--- config.mk ---
export PLATFORM = sky130hd
export DESIGN_NAME = rk8e_break_arbiter
export DESIGN_NICKNAME = d
export VERILOG_FILES = /design/src/rtl/rk8e_break_arbiter.sv
export SDC_FILE = /design/constraint.sdc
export NUM_CORES = 1
export LEC_CHECK = 0
export CAP_MARGIN = 0
export CORE_ASPECT_RATIO = 0.7
export CORE_MARGIN = 2
export CORE_UTILIZATION = 43
export DETAILED_ROUTE_END_ITERATION = 7
export GPL_TIMING_DRIVEN = 0
export PLACE_DENSITY_LB_ADDON = 0.3
export SLEW_MARGIN = 15
export SYNTH_ARGS = -nofsm -noshare
export SYNTH_HDL_FRONTEND = slang
export SYNTH_SLANG_ARGS = --single-unit
--- constraint.sdc ---
create_clock -name clk -period 2 [get_ports clk]
set_input_delay 0.4 -clock clk [delete_from_list [all_inputs] [get_ports clk]]
set_output_delay 0.4 -clock clk [all_outputs]
set_load 0.02 [all_outputs]
--- src/rtl/rk8e_break_arbiter.sv ---
// ---------------------------------------------------------------------------
// rk8e_break_arbiter: round-robin sharing of the CPU data-break channel. rev 1.0
// ---------------------------------------------------------------------------
`default_nettype none

module rk8e_break_arbiter #(
   parameter int NREQ    = 2,
   parameter int TIMEOUT = 1023
) (
   input  logic               clk,
   input  logic               reset,
   input  logic               clear,
   input  logic [NREQ-1:0]    req_valid,
   input  logic [NREQ-1:0]    req_write,
   input  logic [NREQ*15-1:0] req_addr,
   input  logic [NREQ*12-1:0] req_wdata,
   output logic [NREQ-1:0]    req_done,
   output logic [NREQ-1:0]    req_err,
   output logic [11:0]        rdata,
   output logic [14:0]        dmaAddr,
   output logic [11:0]        dmaDout,
   output logic               data_break_write,
   output logic               data_break_read,
   input  logic               break_in_prog,
   input  logic [11:0]        dmaDIN,
   output logic               busy,
   output logic [1:0]         owner
);

   typedef enum logic [2:0] {
      S_IDLE = 3'd0,
      S_REQ  = 3'd1,
      S_BRK  = 3'd2,
      S_DONE = 3'd3,
      S_ERR  = 3'd4
   } state_t;

   localparam logic [11:0] TMO_LAST = 12'(TIMEOUT - 1);
   localparam logic [1:0]  LAST_RST = 2'(NREQ - 1);

   state_t            state_q;
   logic              run_q;
   logic [1:0]        last_q;
   logic [11:0]       cnt_q;
   logic [11:0]       cnt_d;
   logic              dir_q;
   logic [NREQ-1:0]   done_q;
   logic [NREQ-1:0]   err_q;
   logic [11:0]       rdata_q;
   logic [14:0]       addr_q;
   logic [11:0]       dout_q;
   logic              dbw_q;
   logic              dbr_q;
   logic              busy_q;
   logic [1:0]        owner_q;

   logic              win_vld_d;
   logic [1:0]        win_idx_d;
   logic [14:0]       win_addr_d;
   logic [11:0]       win_wdata_d;
   logic              win_write_d;
   logic [NREQ-1:0]   owner_oh_d;

   // Walk offsets from farthest to nearest so the nearest valid requester
   // after last_q overwrites the others.
   always_comb begin
      win_vld_d = 1'b0;
      win_idx_d = '0;
      for (int i = NREQ; i >= 1; i--) begin
         for (int r = 0; r < NREQ; r++) begin
            if (r == (int'(last_q) + i) % NREQ && req_valid[r]) begin
               win_vld_d = 1'b1;
               win_idx_d = 2'(r);
            end
         end
      end
   end

   always_comb begin
      win_addr_d  = '0;
      win_wdata_d = '0;
      win_write_d = 1'b0;
      owner_oh_d  = '0;
      for (int r = 0; r < NREQ; r++) begin
         if (win_idx_d == 2'(r)) begin
            win_addr_d  = req_addr[r*15 +: 15];
            win_wdata_d = req_wdata[r*12 +: 12];
            win_write_d = req_write[r];
         end
         if (owner_q == 2'(r)) begin
            owner_oh_d[r] = 1'b1;
         end
      end
   end

   assign cnt_d = cnt_q + 12'd1;

   // run_q gives one edge of grace after reset release before any grant.
   always_ff @(posedge clk or negedge reset) begin
      if (!reset) begin
         state_q <= S_IDLE;
         run_q   <= 1'b0;
         last_q  <= LAST_RST;
         cnt_q   <= '0;
         dir_q   <= 1'b0;
         done_q  <= '0;
         err_q   <= '0;
         rdata_q <= '0;
         addr_q  <= '0;
         dout_q  <= '0;
         dbw_q   <= 1'b0;
         dbr_q   <= 1'b0;
         busy_q  <= 1'b0;
         owner_q <= '0;
      end else begin
         run_q  <= 1'b1;
         done_q <= '0;
         err_q  <= '0;
         if (clear) begin
            state_q <= S_IDLE;
            dbw_q   <= 1'b0;
            dbr_q   <= 1'b0;
            cnt_q   <= '0;
            last_q  <= LAST_RST;
            busy_q  <= 1'b0;
         end else begin
            case (state_q)
               S_IDLE: begin
                  if (run_q && win_vld_d) begin
                     addr_q  <= win_addr_d;
                     dout_q  <= win_wdata_d;
                     dir_q   <= win_write_d;
                     owner_q <= win_idx_d;
                     last_q  <= win_idx_d;
                     dbw_q   <= win_write_d;
                     dbr_q   <= ~win_write_d;
                     cnt_q   <= '0;
                     busy_q  <= 1'b1;
                     state_q <= S_REQ;
                  end
               end
               S_REQ: begin
                  cnt_q <= cnt_d;
                  if (break_in_prog) begin
                     dbw_q   <= 1'b0;
                     dbr_q   <= 1'b0;
                     state_q <= S_BRK;
                  end else if (cnt_q == TMO_LAST) begin
                     dbw_q   <= 1'b0;
                     dbr_q   <= 1'b0;
                     err_q   <= owner_oh_d;
                     state_q <= S_ERR;
                  end
               end
               S_BRK: begin
                  if (!break_in_prog) begin
                     if (!dir_q) begin
                        rdata_q <= dmaDIN;
                     end
                     done_q  <= owner_oh_d;
                     state_q <= S_DONE;
                  end
               end
               S_DONE, S_ERR: begin
                  busy_q  <= 1'b0;
                  state_q <= S_IDLE;
               end
               default: begin
                  dbw_q   <= 1'b0;
                  dbr_q   <= 1'b0;
                  busy_q  <= 1'b0;
                  state_q <= S_IDLE;
               end
            endcase
         end
      end
   end

   assign req_done         = done_q;
   assign req_err          = err_q;
   assign rdata            = rdata_q;
   assign dmaAddr          = addr_q;
   assign dmaDout          = dout_q;
   assign data_break_write = dbw_q;
   assign data_break_read  = dbr_q;
   assign busy             = busy_q;
   assign owner            = owner_q;

endmodule

`default_nettype wire
==> summary.md, run 1 <==
| Metric | Value |
|---|---|
| Top_reg_cell synth | dfrtp_1 |
| # fillers | 546 |
| Ant diodes | 0 |
| EDFF count, synth | 0 |
| Area Overhead vs Synth | 51.5% |
| P_leak | 0.00191 uW |
| Gate Count Post-Synth | 277 |
| CTS tree | done |
| Synth top area cells | dfrtp_1 (53%), mux2i_1 (10%), a21oi_1 (4.7%) |
| Share of the synthesized area in the top cell type | 53.3% |
| Sequential fraction of the synthesis area | 54.2% |
| Die W | 104 um |
| Worst Skew | 0.00955 ns |
| Dpl cells | 491 |
| DRT antenna net count | 0 |
| Status | finished clean |
| Power Density | 890 nW/um2 |
| Initial core utilization | 44.4% |
| Total GRT Usage | 19.5% |
| Largest net degree at the start of global routing | 43 |
| Die Ht | 73.9 um |
| Worst-Skew Late Latency | 0.35 ns |
| Vias in the first global route | 2,429 |
| DR vias/cell | 4.97 |
| Placed inst area | 4330 um2 |
| Cells on Worst Hold Path | 2 |
| Min cycle time layout | 1.93 ns |
| Total of max-cap violations | 0 |
| First-pass GRT wire length | 11.6 mm |
| Tcrit/Tclk final | 96.7% |
| Die area | 7680 um2 |
| Synth area leader | dfrtp_1 |
| Initial DRC count | 203 |
| VDD IR max | 0.647 mV |
| Required time worst endpoint | 2.23 ns |
| Routed wl met3 | 651 um |
| Worst hold-check path type | in2reg |
| Async set or reset register ratio after synthesis | 100% |
| Endpoints failing setup | 0 |
| Top cells by instance count after synthesis | dfrtp_1 (64), nor2_1 (36), mux2i_1 (31) |
| Initial antenna violation count | 0 |
| Routed WL | 7.22 mm |
| RSZ-0062 raised after global routing | no |
| CP Capture Type | flip-flop |
| IO buf count | 119 |
| Routed met1 length | 3.19 mm |
| Worst-path clk slew | 0.07 ns |
| Final Hold Vio Count | 0 |
| Cell row count | 25 |
| Clock Path Buffers | 2 |
| Num CTS Buffers | 9 |
| #FFs+latches synth | 65 |
| I/O Pins | 122 |
| Post-Syn Nets | 353 |
| First drt pass iteration count | 5 |
| # nets final | 485 |
| Final GP Congestion | 0.750 |
| Final number of max-transition violations | 0 |
| Reg2reg path depth | 5 |
| Share of layout cells above drive strength 1 | 12.1% |
| Cell area after layout | 4550 um2 |
| Max_slew headroom | 63.0% |
| Core area | 6760 um2 |
| Detailed placer's ending HPWL | 5.50 mm |
| Crit path arrival time | 2.16 ns |
| Global route total overflow | 0 |
| Synth cell types | 45 |
| Highest routed layer | met4 |
| Sink Count | 65 |
| Top-count cell post-synth | dfrtp_1 |
| WL met2 | 3.30 mm |
| Wire per inst | 14.2 um |
| WS Path Type | in2reg |
| Slew @ Worst Pin | 0.553 ns |
| Worst setup SP type | input pin |
| Crit Path Max Fanout | 10 |
| Synthesized area | 3000 um2 |
| Fin cells | 508 |
| Highest achievable clock rate | 517 MHz |
| DR vias | 2,525 |
| Mean area per synthesized cell | 10.8 um2 |
| Post-route DRC | 0 |
| YS warnings | 0 |
| CTS root buf | clkbuf_8 |
| H-tree Lvls | 3 |
[through the flow]
stage	utilization (%)	total power (uW)	hold WS (ns)	TNS, ns	worst slack, ns
after global routing	67.3	4250	0.258	0	0.0230
final	67.3	4050	0.263	0	0.0652
after detailed placement	64.1	3020	0.319	-14.37	-0.364
after floorplan	-	2310	0.104	0	0.193
after CTS	67.0	4080	0.248	0	0.0268
after global placement	63.8	2980	0.468	-116.10	-1.59
[cell families (layout without fill, tap and decap cells)]
logic type	Yosys count	after routing	synth area share [%]
compound gates	65	65	12.3
xor+xnor	1	1	0.292
fa+ha+maj	2	2	0.833
buf+inv	24	161	4.25
flops	65	65	54.2
mux	43	43	14.8
other cells	2	2	0.250
simple gates	75	75	13.0
[layout make-up]
cell class,instances,area (um2),area share [%]
clock buffer,10,128,2.81
multi-input combinational,188,1260,27.8
timing repair buffer,121,1220,26.8
clock inverter,6,58.8,1.29
inverter,5,18.8,0.413
tap,94,118,2.59
sequential,65,1630,35.8
buffer,19,115,2.53
[critical path, cell delays in order]
cell and delay, ns:
clkdlybuf4s50_1 0.53, or4_4 0.59, nor2_4 0.14, buf_6 0.17
mux2_2 0.34
[power breakdown]
| part | switching, uW | total, uW | internal [uW] |
|---|---|---|---|
| Combinational | 624 | 1320 | 694 |
| Clock | 488 | 1060 | 569 |
| Sequential | 126 | 1670 | 1550 |
[state kept, by name (all words and copies together), names as in the netlist]
signal,cells
dir_q,1
req_err,2
busy,1
cnt_q,12
state_q,3
dmaDout,12
rdata,12
req_done,2
owner,1
data_break_read,1
data_break_write,1
dmaAddr,15
last_q,1
run_q,1
[metal layers]
layer  vias up  track usage (%)
met5         -                0
met4         0             5.41
met3         8             9.14
met2        94             30.9
met1      1180             24.3
li1       1243                -
[cells in the final DEF, fill, tap and decap left out, types with 2 or more instances in the layout]
cell	n
clkdlybuf4s50_1	118
dfrtp_1	64
nor2_1	36
mux2i_1	31
a21oi_1	28
o21ai_0	21
mux2_2	12
nand2_1	10
clkbuf_8	9
buf_2	7
clkbuf_1	6
inv_1	5
nand2b_1	4
nand4_1	4
a31oi_1	4
clkinv_2	4
buf_6	3
and3_1	3
buf_4	3
and4_1	2
nand3_1	2
or3_1	2
o21ai_1	2
nor3_1	2
ha_1	2
conb_1	2
[repair_timing]
item                       CTS  global route
hold buffers                 1             0
hold endpoints to repair    23             0
setup buffers                0             0
resized for setup            1             6
setup endpoints to repair    2            42
[worst paths after layout]
path	endpoint	slack [ns]	startpoint
worst max-delay path	rdata[4]	0.07	break_in_prog
worst min-delay path	state_q[1]	0.26	clear
worst max register to register	rdata[4]	0.13	state_q[0]
worst min register to register	req_done[0]	0.46	owner[0]
max in group asynchronous	last_q[0]	0.94	reset
min in group asynchronous	cnt_q[8]	0.49	reset
Note: power is estimated with default switching activity, not from simulation.
==> inputs of run 2 (changes only) <==
--- a/config.mk
+++ b/config.mk
@@ -6,13 +6,15 @@
 export NUM_CORES = 1
 export LEC_CHECK = 0
 export CAP_MARGIN = 0
+export CELL_PAD_IN_SITES_DETAIL_PLACEMENT = 1
+export CELL_PAD_IN_SITES_GLOBAL_PLACEMENT = 2
 export CORE_ASPECT_RATIO = 0.7
 export CORE_MARGIN = 2
-export CORE_UTILIZATION = 43
+export CORE_UTILIZATION = 26
 export DETAILED_ROUTE_END_ITERATION = 7
 export GPL_TIMING_DRIVEN = 0
 export PLACE_DENSITY_LB_ADDON = 0.3
-export SLEW_MARGIN = 15
+export SLEW_MARGIN = 20
 export SYNTH_ARGS = -nofsm -noshare
 export SYNTH_HDL_FRONTEND = slang
 export SYNTH_SLANG_ARGS = --single-unit
==> run 2 against run 1 <==
Compared with the run above: worst hold slack better by 0.019 ns; routed wire length up 21%; critical path depth unchanged; clock-buffer cell count down 1; first-iteration DRC count down 67%; sequential share of layout area down 1.5 points; non-clock buffer count unchanged; fmax up 2.3%; critical endpoint is now rdata[8].
==> summary.md, run 2 (synthesis results as in run 1) <==
| Metric | Value |
|---|---|
| Final GP Congestion | 0.728 |
| Min cycle time layout | 1.89 ns |
| Reg2reg setup slack | 0.11 ns |
| Share of layout cells above drive strength 1 | 12.8% |
| Largest net degree at the start of global routing | 49 |
| Fin cells | 567 |
| DR vias | 2,568 |
| Cell row count | 32 |
| CP startpoint | state_q[0] |
| Tcrit/Tclk final | 94.6% |
| CTS root buf | clkbuf_16 |
| CP Capture Type | flip-flop |
| Util after Layout | 42.6% |
| CP endpoint | rdata[8] |
| Crit-path max cell delay | 0.46 ns |
| Final Hold Vio Count | 0 |
| # fillers | 1,224 |
| Sink Count | 65 |
| H-tree Lvls | 3 |
| Reg2reg end | rdata[8] |
| DRT antenna net count | 0 |
| Crit Path Max Fanout | 10 |
| Worst Skew | 0.00420 ns |
| Dpl cells | 550 |
| Detailed placer's ending HPWL | 6.60 mm |
| # nets final | 485 |
| Post-route DRC | 0 |
| P_leak | 0.00196 uW |
| Die area | 12,400 um2 |
| DR vias/cell | 4.53 |
| Crit path arrival time | 2.11 ns |
| Slew @ Worst Pin | 0.601 ns |
| Initial antenna violation count | 0 |
| Routed WL | 8.72 mm |
| Reg-to-reg startpoint | state_q[0] |
| Vias in the first global route | 2,619 |
| RSZ-0062 raised after global routing | no |
| CTS tree | done |
| Initial core utilization | 27.0% |
| Die Ht | 93.9 um |
| Worst-path clk slew | 0.06 ns |
| Pre-CTS setup slack | -0.465 ns |
| WS Path Type | reg2reg |
| Storage element area | 1630 um2 |
| Placed inst area | 4410 um2 |
| Die W | 132 um |
| Worst-Skew Late Latency | 0.33 ns |
| Worst hold-check path type | in2reg |
| Required time worst endpoint | 2.21 ns |
| Reg2reg path depth | 5 |
| Global route total overflow | 0 |
| First-pass GRT wire length | 14.2 mm |
| Total GRT Usage | 14.6% |
| Most frequent cells in the layout | clkdlybuf4s50_1 (117), dfrtp_1 (64), nor2_1 (36) |
| Worst Setup Slack, final | 0.108 ns |
| Area Overhead vs Synth | 58.1% |
| Max_slew headroom | 59.7% |
| Endpoints failing setup | 0 |
| CP Cell Sequence | nand2b_1 -> or4_4 -> nor2_4 -> buf_6 -> mux2_2 |
| Worst setup SP type | flip-flop |
| Highest achievable clock rate | 529 MHz |
| Core area | 11,100 um2 |
| Num CTS Buffers | 9 |
| IO buf count | 119 |
| I/O Pins | 122 |
| Status | finished clean |
| VDD IR max | 0.413 mV |
| Commonest non-fill, non-tap cell in the layout | clkdlybuf4s50_1 |
| First drt pass iteration count | 4 |
| Total of max-cap violations | 0 |
| Max reg flops | 15 |
| Setup total negative slack | 0 ns |
| Wire per inst | 15.4 um |
| Cell area after layout | 4750 um2 |
| Ant diodes | 0 |
| Final number of max-transition violations | 0 |
| Power Density | 967 nW/um2 |
| Multi-input gate area | 1270 um2 |
| Initial DRC count | 67 |
| Clock Path Buffers | 2 |
| Slowest stage cell, crit path | dfrtp_1 |
run 2: cell types whose count changed in the layout (fill, tap and decap cells not counted), sizes merged:
cell	previous run	this run
clkinvlp	0	1
inv	5	6
dlygate4sd2	0	1
clkbuf	17	16
clkdlybuf4s50	118	117
clkinv	5	4
run 2: how the worst min path moves through the flow:
stage                     startpoint  slack, ns    endpoint  depth (start not counted)
final                          clear       0.28  state_q[1]                          2
after global routing           clear       0.29  state_q[1]                          2
after CTS                      clear       0.27  state_q[1]                          2
after detailed placement       reset       0.31    cnt_q[9]                          1
after global placement      cnt_q[5]       0.46    cnt_q[5]                          1
after floorplan                reset       0.10        busy                          0
run 2: metrics by stage:
step | hold slack, ns | power [uW]
floorplan | 0.104 | 2310
detailed placement | 0.310 | 3050
global route | 0.287 | 4850
global placement | 0.464 | 3010
CTS | 0.272 | 4660
finish | 0.283 | 4590
run 2: per-layer routing:
layer | vias to the layer above | global-route usage (%) | routed length, um
met4 | 0 | 4.57 | 116
met3 | 9 | 5.88 | 601
met5 | - | 0 | 0
li1 | 1233 | - | -
met2 | 78 | 21.7 | 3780
met1 | 1248 | 19.6 | 4230
run 2: critical path: cells and delay by family (launching register included):
kind,cells,cell delay [ns]
and+or+nand+nor,3,0.80
DFF,1,0.46
buffers and inverters,1,0.17
muxes,1,0.34
run 2: layout make-up:
type                       instances  area share [%]
inverter                           5           0.395
clock buffer                       9            4.74
multi-input combinational        188            26.8
sequential                        65            34.3
timing repair buffer             121            25.8
clock inverter                     7            1.48
tap                              153            4.03
buffer                            19            2.48
run 2: repair_timing:
item,in CTS,in global routing
endpoints found under the hold margin,17,0
endpoints found under the setup margin,38,47
buffers inserted,0,0
hold buffers,1,0
resized for setup,5,6
run 2: power breakdown:
group	total (uW)	internal (uW)	leakage, uW	switching (uW)
registers	1680	1550	0.000800	130
clock network	1570	963	0.000146	606
logic	1340	696	0.00101	644
total	4590	3210	0.00196	1380
==> inputs of run 3 (changes only) <==
--- a/config.mk
+++ b/config.mk
@@ -11,9 +11,10 @@
 export CORE_ASPECT_RATIO = 0.7
 export CORE_MARGIN = 2
 export CORE_UTILIZATION = 26
+export CTS_CLUSTER_DIAMETER = 150
 export DETAILED_ROUTE_END_ITERATION = 7
 export GPL_TIMING_DRIVEN = 0
-export PLACE_DENSITY_LB_ADDON = 0.3
+export PLACE_DENSITY_LB_ADDON = 0.1
 export SLEW_MARGIN = 20
 export SYNTH_ARGS = -nofsm -noshare
 export SYNTH_HDL_FRONTEND = slang
==> run 3 against run 2 <==
Compared with the run above: global-route usage grew 0.82 points; clock-buffer cell count grew 4; power shrank 0.12%; die area is the same; setup slack lost 0.026 ns; flip-flop and latch count is the same; routed wire length grew 5.2%; sequential power is essentially flat; cell count is the same; sequential share of layout area is essentially flat; worst hold slack gained 0.016 ns; largest power group unchanged.
==> summary.md, run 3 (synthesis results as in run 1) <==
| Metric | Value |
|---|---|
| Status | finished clean |
| Die W | 132 um |
| Final Hold Vio Count | 0 |
| Slew @ Worst Pin | 0.571 ns |
| Reg2reg end | rdata[4] |
| I/O Pins | 122 |
| CP Cell Sequence | nand2b_1 -> or4_4 -> nor2_4 -> buf_6 -> mux2_2 |
| Dpl cells | 550 |
| Bufs and invs on worst path | 1 |
| Wire per inst | 16.2 um |
| CP startpoint | state_q[0] |
| Worst hold-check path type | in2reg |
| Global route total overflow | 0 |
| Area Overhead vs Synth | 58.3% |
| Final GP Congestion | 0.716 |
| Post-route DRC | 0 |
| Slowest stage cell, crit path | dfrtp_1 |
| Endpoints failing setup | 0 |
| Clk pwr share | 33.9% |
| IO buf count | 119 |
| RSZ-0062 raised after global routing | no |
| Grt met1 use | 20.7% |
| Sink Count | 65 |
| Cells on Worst Hold Path | 2 |
| Share of layout cells above drive strength 1 | 12.3% |
| Initial core utilization | 27.0% |
| Initial DRC count | 73 |
| Crit-path max cell delay | 0.48 ns |
| Min cycle time layout | 1.92 ns |
| VDD IR max | 0.449 mV |
| Max reg flops | 15 |
| Switching power | 1340 uW |
| Die area | 12,400 um2 |
| Highest achievable clock rate | 521 MHz |
| Cell row count | 32 |
| WS Path Type | reg2reg |
| First drt pass iteration count | 4 |
| Die Ht | 93.9 um |
| Worst setup SP type | flip-flop |
| Global-route track usage on met3 | 6.20% |
| Worst Setup Slack, final | 0.0818 ns |
| Crit. path cell count | 5 |
| Initial antenna violation count | 0 |
| Routed WL | 9.18 mm |
| Final number of max-transition violations | 0 |
| Met2 usage | 23.3% |
| Required time worst endpoint | 2.21 ns |
| Reg2reg setup slack | 0.08 ns |
| Pre-CTS setup slack | -0.462 ns |
| # nets final | 485 |
| CTS root buf | clkbuf_16 |
| Vias in the first global route | 2,770 |
| H-tree Lvls | 3 |
| Gr busiest metal | met2 |
| Worst-Skew Late Latency | 0.33 ns |
| Reg-to-reg startpoint | state_q[0] |
| Hold endpoint | state_q[1] |
| Crit path max-delay family | simple AND/OR/NAND/NOR gates |
| Switching Share | 29.2% |
| Final total power | 4580 uW |
| DR vias | 2,594 |
| CTS tree | done |
| CP Capture Type | flip-flop |
| P_leak | 0.00197 uW |
| Power Density | 965 nW/um2 |
| Total of max-cap violations | 0 |
| Clock Path Buffers | 2 |
| DR vias/cell | 4.57 |
| Pint | 3240 uW |
| DRT antenna net count | 0 |
| HP Start | clear |
| Largest net degree at the start of global routing | 44 |
| Commonest non-fill, non-tap cell in the layout | clkdlybuf4s50_1 |
| First-pass GRT wire length | 14.6 mm |
| Core area | 11,100 um2 |
| Most frequent cells in the layout | clkdlybuf4s50_1 (117), dfrtp_1 (64), nor2_1 (36) |
| Fin cells | 567 |
| Ant diodes | 0 |
| Worst Skew | 0.00566 ns |
| Detailed placer's ending HPWL | 6.94 mm |
| Crit Path Max Fanout | 10 |
| Total GRT Usage | 15.5% |
| Setup total negative slack | 0 ns |
| Sequential share of power | 36.7% |
| Worst-path clk slew | 0.06 ns |
| Tcrit/Tclk final | 95.9% |
| Reg2reg path depth | 5 |
| Crit path arrival time | 2.13 ns |
| Combinational power share | 29.4% |
| Num CTS Buffers | 9 |
| Max_slew headroom | 61.8% |
-- run 3: layout make-up --
cell class / count / area, um2
Buffer: 19 / 119
Clock buffer: 13 / 250
Clock inverter: 3 / 40.0
Fill cell: 1272 / 6380
Inverter: 5 / 18.8
Multi-Input combinational cell: 188 / 1280
Sequential cell: 65 / 1630
Tap cell: 153 / 191
Timing Repair Buffer: 121 / 1230
-- run 3: worst reg2reg max path: stages, from the launching register on --
cell      delay [ns]
dfrtp_1         0.48
nand2b_1        0.21
or4_4           0.46
nor2_4          0.14
buf_6           0.17
mux2_2          0.35
-- run 3: power by group through the flow --
stage	clock network (uW)	registers, uW	logic [uW]
floorplan	0	1970	337
CTS	1610	1690	1370
detailed placement	0	1700	1360
global route	1670	1720	1450
global placement	0	1690	1340
finish	1550	1680	1350
-- run 3: how the worst max path moves through the flow --
| stage | end | slack, ns |
|---|---|---|
| after floorplan | rdata[10] | 0.19 |
| after global placement | dmaAddr[13] | -1.91 |
| after detailed placement | dmaDout[7] | -0.46 |
| after CTS | rdata[11] | 0.02 |
| after global routing | rdata[4] | 0.004 |
| final | rdata[4] | 0.08 |
-- run 3: repair_timing --
item,in CTS,in global routing
gates resized for setup,7,7
hold buffers,1,0
setup endpoints to repair,37,32
gates cloned,0,0
hold endpoints to repair,21,0
setup buffers,0,0
-- run 3: metrics by stage --
stage / utilization [%] / hold WS (ns) / cell area [um2]
after floorplan: - / 0.104 / 3000
after global placement: 39.4 / 0.472 / 4390
after detailed placement: 39.6 / 0.334 / 4410
after CTS: 42.5 / 0.279 / 4730
after global routing: 42.7 / 0.294 / 4750
final: 42.7 / 0.299 / 4750
-- run 3: layer usage --
layer / up-vias / share of wire (%)
li1: 1246 / -
met4: 0 / 1.3
met1: 1249 / 50
met2: 88 / 42
met5: - / 0
met3: 11 / 7.1
